<file path="src/rtl/reg_lut_reg_pipe.sv">
// Register -> reduction LUT -> register pipeline with per-sample op select, valid tracking,
// a global stall and a saturating counter of true results.
module reg_lut_reg_pipe #(
    parameter int unsigned N_IN       = 6,
    parameter int unsigned IN_STAGES  = 2,
    parameter int unsigned OUT_STAGES = 2,
    parameter int unsigned CNT_W      = 8
) (
    input  logic             clock0,
    input  logic             reset,
    input  logic             enable,
    input  logic             in_valid,
    input  logic [N_IN-1:0]  in_data,
    input  logic [1:0]       op_sel,
    input  logic             clear_count,
    output logic             out_valid,
    output logic             red_output,
    output logic [CNT_W-1:0] hit_count
);

    logic [IN_STAGES-1:0][N_IN-1:0] data_q, data_d;
    logic [IN_STAGES-1:0][1:0]      op_q, op_d;
    logic [IN_STAGES-1:0]           ivld_q, ivld_d;
    logic [OUT_STAGES-1:0]          res_q, res_d;
    logic [OUT_STAGES-1:0]          ovld_q, ovld_d;
    logic [CNT_W-1:0]               cnt_q, cnt_d;
    logic [N_IN-1:0]                red_in;
    logic                           red_d;

    // Input stages: data, op_sel and valid travel together so each sample keeps its own op.
    assign data_d[0] = in_data;
    assign op_d[0]   = op_sel;
    assign ivld_d[0] = in_valid;
    for (genvar s = 1; s < IN_STAGES; s++) begin : g_in_shift
        assign data_d[s] = data_q[s-1];
        assign op_d[s]   = op_q[s-1];
        assign ivld_d[s] = ivld_q[s-1];
    end

    assign red_in = data_q[IN_STAGES-1];

    always_comb begin
        red_d = 1'b0;
        if (ivld_q[IN_STAGES-1]) begin
            case (op_q[IN_STAGES-1])
                2'b00:   red_d = &red_in;
                2'b01:   red_d = |red_in;
                2'b10:   red_d = ^red_in;
                default: red_d = ~&red_in;
            endcase
        end
    end

    // Output stages are pure delay; no logic between them.
    assign res_d[0]  = red_d;
    assign ovld_d[0] = ivld_q[IN_STAGES-1];
    for (genvar s = 1; s < OUT_STAGES; s++) begin : g_out_shift
        assign res_d[s]  = res_q[s-1];
        assign ovld_d[s] = ovld_q[s-1];
    end

    // Count on the edge that loads a valid true result into the final stage.
    always_comb begin
        cnt_d = cnt_q;
        if (clear_count) begin
            cnt_d = '0;
        end else if (enable && ovld_d[OUT_STAGES-1] && res_d[OUT_STAGES-1] && (cnt_q != '1)) begin
            cnt_d = cnt_q + 1'b1;
        end
    end

    always_ff @(posedge clock0 or posedge reset) begin
        if (reset) begin
            data_q <= '0;
            op_q   <= '0;
            ivld_q <= '0;
            res_q  <= '0;
            ovld_q <= '0;
        end else if (enable) begin
            data_q <= data_d;
            op_q   <= op_d;
            ivld_q <= ivld_d;
            res_q  <= res_d;
            ovld_q <= ovld_d;
        end
    end

    always_ff @(posedge clock0 or posedge reset) begin
        if (reset) begin
            cnt_q <= '0;
        end else begin
            cnt_q <= cnt_d;
        end
    end

    assign out_valid  = ovld_q[OUT_STAGES-1];
    assign red_output = res_q[OUT_STAGES-1];
    assign hit_count  = cnt_q;

endmodule

</file>
<file path="config.mk">
export PLATFORM = sky130hd
export DESIGN_NAME = reg_lut_reg_pipe
export DESIGN_NICKNAME = d
export VERILOG_FILES = /design/src/rtl/reg_lut_reg_pipe.sv
export SDC_FILE = /design/constraint.sdc
export NUM_CORES = 1
export LEC_CHECK = 0
export ABC_AREA = 1
export BUFFER_PORTS_ARGS = -buffer_cell sky130_fd_sc_hd__buf_2
export CAP_MARGIN = 20
export CORE_MARGIN = 1
export CORE_UTILIZATION = 50
export DETAILED_ROUTE_END_ITERATION = 7
export PLACE_DENSITY = 0.74
export SYNTH_ARGS = -nofsm -noshare
export SYNTH_HDL_FRONTEND = slang
export SYNTH_SLANG_ARGS = --single-unit
</file>
<file path="constraint.sdc">
create_clock -name clock0 -period 1.2 [get_ports clock0]
set_clock_uncertainty 0.05 [all_clocks]
set_input_delay 0.18 -clock clock0 [delete_from_list [all_inputs] [get_ports clock0]]
set_output_delay 0.18 -clock clock0 [all_outputs]
set_load 0.1 [all_outputs]
</file>
# Yosys cells after proc, flatten, opt, wreduce, memory -nomap -nowiden
# Index checks and enable logic that the tools add are counted.
dict set report totals {
  regBits 30
}
dict set report classes {
  addsub 1
  eq_ne 3
  mux 4
  n_reduce_logical 9
}
# op count
set op_table {}
lappend op_table {{two-way mux 8 bit} 2}
lappend op_table {{adder 8 x 1 -> 8 bit, second input constant} 1}
lappend op_table {{!= test 8 bit, second input constant} 1}
lappend op_table {{AND reduction 6 bit} 1}
lappend op_table {{OR reduction 6 bit} 1}
lappend op_table {{XOR reduction 6 bit} 1}
lappend op_table {{logical AND 1 bit} 3}
lappend op_table {{one-hot mux 1 bit (3 select lines)} 1}
lappend op_table {{equality test 2 x 1 -> 1 bit, second input constant} 1}
lappend op_table {{equality test 2 bit, second input constant} 1}
lappend op_table {{zero test 2 bit} 1}
lappend op_table {{nonzero test 2 bit} 1}
lappend op_table {{zero test 1 bit} 1}
lappend op_table {{two-way mux 1 bit} 1}

# Depth between registers and ports, before layout
# Gate-level depths: netlist (run 1).
dict set report depth {
  ltp_word 5
  mapped_depth 9
  depth_no_buf 9
}

# Worst setup path before layout (run 1)
# No wires, ideal clock.
dict set report synth_path {
  kind {register -> register}
  from {reg cnt_q[1], in the netlist hit_count[1]}
  to {reg cnt_q[4], in the netlist hit_count[4]}
  t_arrival_ns 1.902
  t_required_ns 1.082
  setup_slack_ns -0.819
  path_stages_with_launch 10
  path_cell_list {dfrtp_1 > ha_1 > nand2_1 > nor2_2 > nand2_2 > nand2_4 > nand2_4 > clkinv_2 > nand2_1 > nand2_1}
}
dict set report synth_via {
  elab_chain_cells 3
}
# item line_no
set synth_lines {}
lappend synth_lines {{start, declared} 26} ;# logic [CNT_W-1:0] cnt_q, cnt_d;
lappend synth_lines {{start signal, assigned} 92} ;# cnt_q <= cnt_d;
lappend synth_lines {{adder 8 x 1 -> 8 bit / != test 8 bit (equally long branches)} {68, 67}}
lappend synth_lines {{two-way mux 8 bit / logical AND 1 bit (equally long branches)} 67} ;# end else if (enable && ovld_d[OUT_STAGES-1] && res_d[OUT_STAGES-1] && (cnt_q != '1)) begin
lappend synth_lines {{two-way mux 8 bit / nonzero test 2 bit (equally long branches)} -}
# Parallel ways exist; a longest one is shown, timed or not. The select of a mux whose other input is x is not followed.
# A chain may end at the register's enable or synchronous reset.

# Worst setup path after layout (run 1)
# Ends and elaborated chain as after synthesis.

==> results of run 1 <==
[state kept, by name (all words and copies together), names as in the netlist]
name and count:
data_d 6, res_q 2, op_q 2, ivld_q 2, red_in 6, op_d 2
hit_count 8, ovld_q 2
[through the flow]
step                cell area [um^2]  power, uW
floorplan                       1560       1440
global placement                1940       1560
detailed placement              1940       1590
CTS                             2290       2250
global route                    2350       2410
finish                          2350       2300
[cells in the mapped netlist (all sizes together)]
library cell,number
inv,22
buf,4
nand3,10
clkinv,1
dfrtp,30
xor2,2
o21ai,13
nand4,3
ha,7
nand2,83
a21oi,2
nor2,16
[cell type report]
class / instances / area share
multi-input cells: 136 / 0.351
flip-flops and latches: 30 / 0.326
repair buffers: 59 / 0.247
inverters: 23 / 0.0388
clock buffers: 8 / 0.0207
well taps: 31 / 0.0165
[worst register-to-register path, stage by stage, from the launching register on]
cell,delay [ps]
dfrtp_4,510
ha_4,180
nand2_4,60
nor2_4,50
nand2_2,110
nand2_4,80
nand2_4,100
clkinv_4,80
nand2_2,60
nand2_1,50
[logic make-up after synthesis]
logic type | Yosys count | synth area share
flops | 30 | 0.494
compound gates | 15 | 0.0518
simple gates | 112 | 0.314
buf+inv | 27 | 0.0708
fa+ha+maj | 7 | 0.0576
xor+xnor | 2 | 0.0115
[what timing repair did]
action	4_1_cts	5_1_grt
hold buffers	7	0
endpoints found under the hold margin	36	0
pin swaps	14	4
endpoints found under the setup margin	17	17
gates resized for setup	31	12
setup buffers	14	2
[power by group through the flow]
stage | Combinational (uW) | Clock, uW | Sequential [uW]
2_1_floorplan | 215 | 0 | 1220
3_3_place_gp | 406 | 0 | 1160
3_5_place_dp | 427 | 0 | 1160
4_1_cts | 529 | 577 | 1150
5_1_grt | 625 | 629 | 1160
6_report | 574 | 576 | 1150
[worst paths after layout]
check	from	end	slack, ps
worst max register to register	hit_count[1]	hit_count[4]	-240
max in group asynchronous	reset	hit_count[6]	380
worst max-delay path	hit_count[1]	hit_count[4]	-240
worst min register to register	ivld_q[1]	ivld_q[1]	440
min in group asynchronous	reset	hit_count[0]	400
worst min-delay path	op_sel[1]	op_d[3]	9
[layer usage]
layer	global-route usage	routed length, um	up-vias
met3	0.0635	251	24
met1	0.355	1730	714
met2	0.482	2150	67
met4	0.136	199	0
li1	-	-	715
met5	0	0	-
==> flow_metrics.py, run 1 <==
metrics = {
    "route": {
        "wl_um": 4330,
        "avgRoutedWirePerCell_um": 15.1,
        "vias": 1520,
        "drc": 2,
        "drtPass1Iterations": 6,
        "drtAntennaViolNets": 0,
        "drt_iter0_drc": 66,
        "viasPerCell": 5.30,
    },
    "yosys": {
        "syn_nets": 213,
        "ys_ff_latch": 30,
        "yosysTopAreaCell": "dfrtp_1",
        "synth_top_cells_by_area": "dfrtp_1 (49%), nand2_1 (20%), ha_1 (5.8%)",
        "yosysWarnings": 0,
        "ys_types": 19,
        "synth_area_um2": 1520,
        "seq_area_frac_synth": 0.494,
        "syn_area_per_cell_um2": 7.88,
        "netlist_instances": 193,
        "synth_top_area_frac": 0.494,
    },
    "floorplanning": {
        "fp-row-count": 19,
        "die-area_um2": 3260,
        "die_w_um": 57.1,
        "die_y_um": 57.1,
        "start_util": 0.537,
        "core-area_um2": 2830,
        "pin_count": 23,
    },
    "setup_path": {
        "worstPathArrival_ps": 1640,
        "worstPathCellList": "ha_4, nand2_4, nor2_4, nand2_2, nand2_4, nand2_4, clkinv_4, nand2_2, nand2_1",
        "critPathTopFamily": "flip-flops",
        "end_kind": "register",
        "cp.required_ps": 1390,
        "cp.depth": 9,
        "crit_top_cell": "nand2_4",
        "r2r_cells": 9,
        "crit_slowest_cell": "dfrtp_4",
        "start_kind": "register",
        "cpPeakStageDelay_ps": 510,
        "crit_buf_inv": 1,
        "crit_fanout": 5,
        "path_class": "register to register",
    },
    "sta": {
        "rsz0062_at_grt": "true",
        "hold_ws_ps": 8.67,
        "slew_headroom": 0.748,
        "post-route-min-period_ps": 1440,
        "fin_setup_tns_ps": -2490,
        "hold_viol_final": 0,
        "finalSetupViolCount": 17,
        "finalWorstSetupSlack_ps": -242,
        "slew_viol_final": 0,
        "max_freq_ghz": 0.694,
        "period_share": 1.20,
        "worst_pin_slew_ps": 378,
    },
    "cells_and_area": {
        "fin_util": 0.831,
        "instances_no_fill": 287,
        "diodes": 0,
        "drive_above_1_share": 0.414,
        "final_cell_mix": "nand2_1 (71), buf_4 (23), dfrtp_1 (21)",
        "mostFrequentLayoutCell": "nand2_1",
        "syn_to_final_growth_pct": 54.7,
        "multi_input_area_um2": 825,
        "final.fill_count": 141,
        "seq_area_um2": 767,
        "final_nets": 275,
    },
    "clock_tree": {
        "cts_tree": "yes",
        "clock_path_buffers": 2,
        "clkLatencyLatePin_ps": 340,
        "htreeDepth": 2,
        "clock_sink_count": 30,
        "clk_pin_slew_ps": 100,
        "cts_made_buffers": 5,
        "cts_root_buffer": "clkbuf_4",
    },
    "status": {
        "status": "complete, but fails checks",
        "violations": "design-rule violations, negative setup slack",
    },
    "pwr": {
        "powerDensity_nw_per_um2": 978,
        "switching_power_uw": 744,
        "power.share.clock": 0.250,
        "internal-power_uw": 1560,
        "switching_share": 0.323,
        "p_seq_frac": 0.500,
        "p_comb_frac": 0.249,
        "p_leak_uw": 0.00114,
        "ir_worst_vdd_mv": 0.917,
    },
    "job": {
        "max-cap-violations": 0,
    },
    "global_routing": {
        "grt_pass1_wl_um": 6930,
        "grt_overflow_total": 0,
        "antenna_found_initial": 0,
        "grt_pass1_vias": 1526,
        "track_usage": 0.288,
        "grt_max_degree": 31,
    },
    "place": {
        "dp.cells": 256,
        "pre_cts_ws_ps": -151,
        "hpwl_um": 2490,
        "portBuffers": 22,
        "gp_congestion": 0.884,
    },
    "min_path": {
        "hold_class": "input port to register",
        "min_path_cells": 3,
    },
}
(Power assumes the default switching activity.)
==> run 2, diff against run 1 <==
--- a/config.mk
+++ b/config.mk
@@ -8,6 +8,7 @@
 export ABC_AREA = 1
 export BUFFER_PORTS_ARGS = -buffer_cell sky130_fd_sc_hd__buf_2
 export CAP_MARGIN = 20
+export CORE_ASPECT_RATIO = 0.6
 export CORE_MARGIN = 1
 export CORE_UTILIZATION = 50
 export DETAILED_ROUTE_END_ITERATION = 7
==> run 2 against run 1 <==
Compared with the run above:
- first-iteration DRC count grew to 3.1 times the previous value
- global-route usage fell by 2.5 points
- sequential power is essentially flat
- clock power rose by 79%
- highest routed layer unchanged
- utilization is 1.8 points lower
- worst hold slack better by 37 ps
- the run ends with negative setup slack left
- largest power group unchanged
- register-to-register slack better by 30 ps
- total power increased by 20%
- flip-flop and latch count stayed put
- cell area decreased by 0.64%
==> flow_metrics.py, run 2 (synthesis results as in run 1) <==
metrics = {
    "status": {
        "status": "complete, but fails checks",
        "violations": "negative setup slack",
    },
    "cells_and_area": {
        "largest_reg_flops": 8,
        "final_cell_mix": "nand2_1 (72), buf_4 (27), dfrtp_1 (21)",
        "drive_above_1_share": 0.423,
        "final_nets": 272,
        "diodes": 0,
        "mostFrequentLayoutCell": "nand2_1",
        "syn_to_final_growth_pct": 53.7,
    },
    "route": {
        "drc": 0,
        "viasPerCell": 5.17,
        "drtAntennaViolNets": 0,
        "wl_um": 4410,
        "avgRoutedWirePerCell_um": 14.9,
        "vias": 1526,
        "drtPass1Iterations": 4,
        "drt_iter0_drc": 206,
    },
    "global_routing": {
        "grt_pass1_vias": 1341,
        "grtUsageMet1": 0.339,
        "track_usage": 0.263,
        "grt_use_met3": 0.0759,
        "grt_overflow_total": 0,
        "antenna_found_initial": 0,
        "grt_max_degree": 31,
        "grt_pass1_wl_um": 6130,
        "top_usage_layer": "met2",
        "use_met2": 0.428,
    },
    "clock_tree": {
        "clock_path_buffers": 2,
        "cts_made_buffers": 5,
        "cts_root_buffer": "clkbuf_8",
        "cts_tree": "yes",
        "clk_pin_slew_ps": 70,
        "clock_sink_count": 30,
        "clkLatencyLatePin_ps": 290,
        "htreeDepth": 2,
    },
    "place": {
        "hpwl_um": 2640,
        "gp_congestion": 0.759,
        "portBuffers": 22,
    },
    "pwr": {
        "p_leak_uw": 0.00115,
        "ir_worst_vdd_mv": 1.00,
        "fin_total_pwr_uw": 2770,
        "powerDensity_nw_per_um2": 1180,
    },
    "setup_path": {
        "path_class": "register to register",
        "crit_fanout": 5,
        "start_kind": "register",
        "end_kind": "register",
        "cp.required_ps": 1310,
        "worstPathArrival_ps": 1520,
    },
    "sta": {
        "finalSetupViolCount": 16,
        "max_freq_ghz": 0.711,
        "finalWorstSetupSlack_ps": -207,
        "slew_viol_final": 0,
        "hold_ws_ps": 45.6,
        "period_share": 1.17,
        "slew_headroom": 0.744,
        "post-route-min-period_ps": 1410,
        "rsz0062_at_grt": "true",
        "hold_viol_final": 0,
        "worst_pin_slew_ps": 384,
    },
    "floorplanning": {
        "start_util": 0.529,
        "die_w_um": 73.2,
        "core-area_um2": 2870,
        "pin_count": 23,
        "die_y_um": 44.7,
        "die-area_um2": 3270,
        "fp-row-count": 15,
    },
    "min_path": {
        "hold_class": "input port to register",
    },
    "job": {
        "max-cap-violations": 0,
    },
}
==> run 2: final timing paths <==
kind / start / to / slack [ps] / cells past startpoint
min in group asynchronous: reset / ivld_q[1] / 460 / 4
max in group asynchronous: reset / hit_count[1] / 330 / 4
worst min register to register: op_d[2] / op_d[2] / 420 / 2
worst max-delay path: hit_count[0] / hit_count[7] / -210 / 9
worst min-delay path: in_valid / ivld_q[0] / 50 / 3
worst max register to register: hit_count[0] / hit_count[7] / -210 / 9
==> run 2: critical path, cell delays in order, from the launching register on <==
cell and delay [ps]:
dfrtp_4 500, ha_4 190, nand2_4 60, nor2_4 50, nand2_2 90, nand2_4 60
nand2_4 100, clkinv_4 80, nand2_1 60, nand2_1 60
==> run 2: layout make-up <==
type                       instances  area [um^2]
clock buffer                       6         72.6
multi-input combinational        136          764
inverter                          23         93.8
fill                             174          534
clock inverter                     2         37.5
tap                               42         52.6
sequential                        30          767
timing repair buffer              56          549
==> run 2: per-stage QoR <==
step	instances	setup TNS (ps)	util	area (um^2)	worst slack, ps
final	295	-1880	0.814	2340	-207
after global routing	295	-2470	0.814	2340	-240
after CTS	292	-1340	0.790	2270	-145
after detailed placement	276	-1010	0.705	2030	-147
after global placement	276	-577	0.705	2030	-96.0
after floorplan	193	-2240	-	1560	-296
==> run 2: per-layer routing <==
layer / wire length [um] / part of all wire
met2: 2130 / 0.48
met4: 175 / 0.040
met5: 0 / 0
met1: 1810 / 0.41
met3: 297 / 0.067
==> run 2: power by group <==
group | internal, uW | total, uW | switching (uW)
clock network | 619 | 1030 | 411
registers | 1090 | 1150 | 61.0
logic | 242 | 583 | 341
==> run 2: repair_timing <==
item / in CTS / in global routing
setup endpoints to repair: 16 / 16
pin swaps: 9 / 9
hold endpoints to repair: 30 / 0
hold buffers: 1 / 0
setup buffers: 7 / 3
resized for setup: 18 / 15
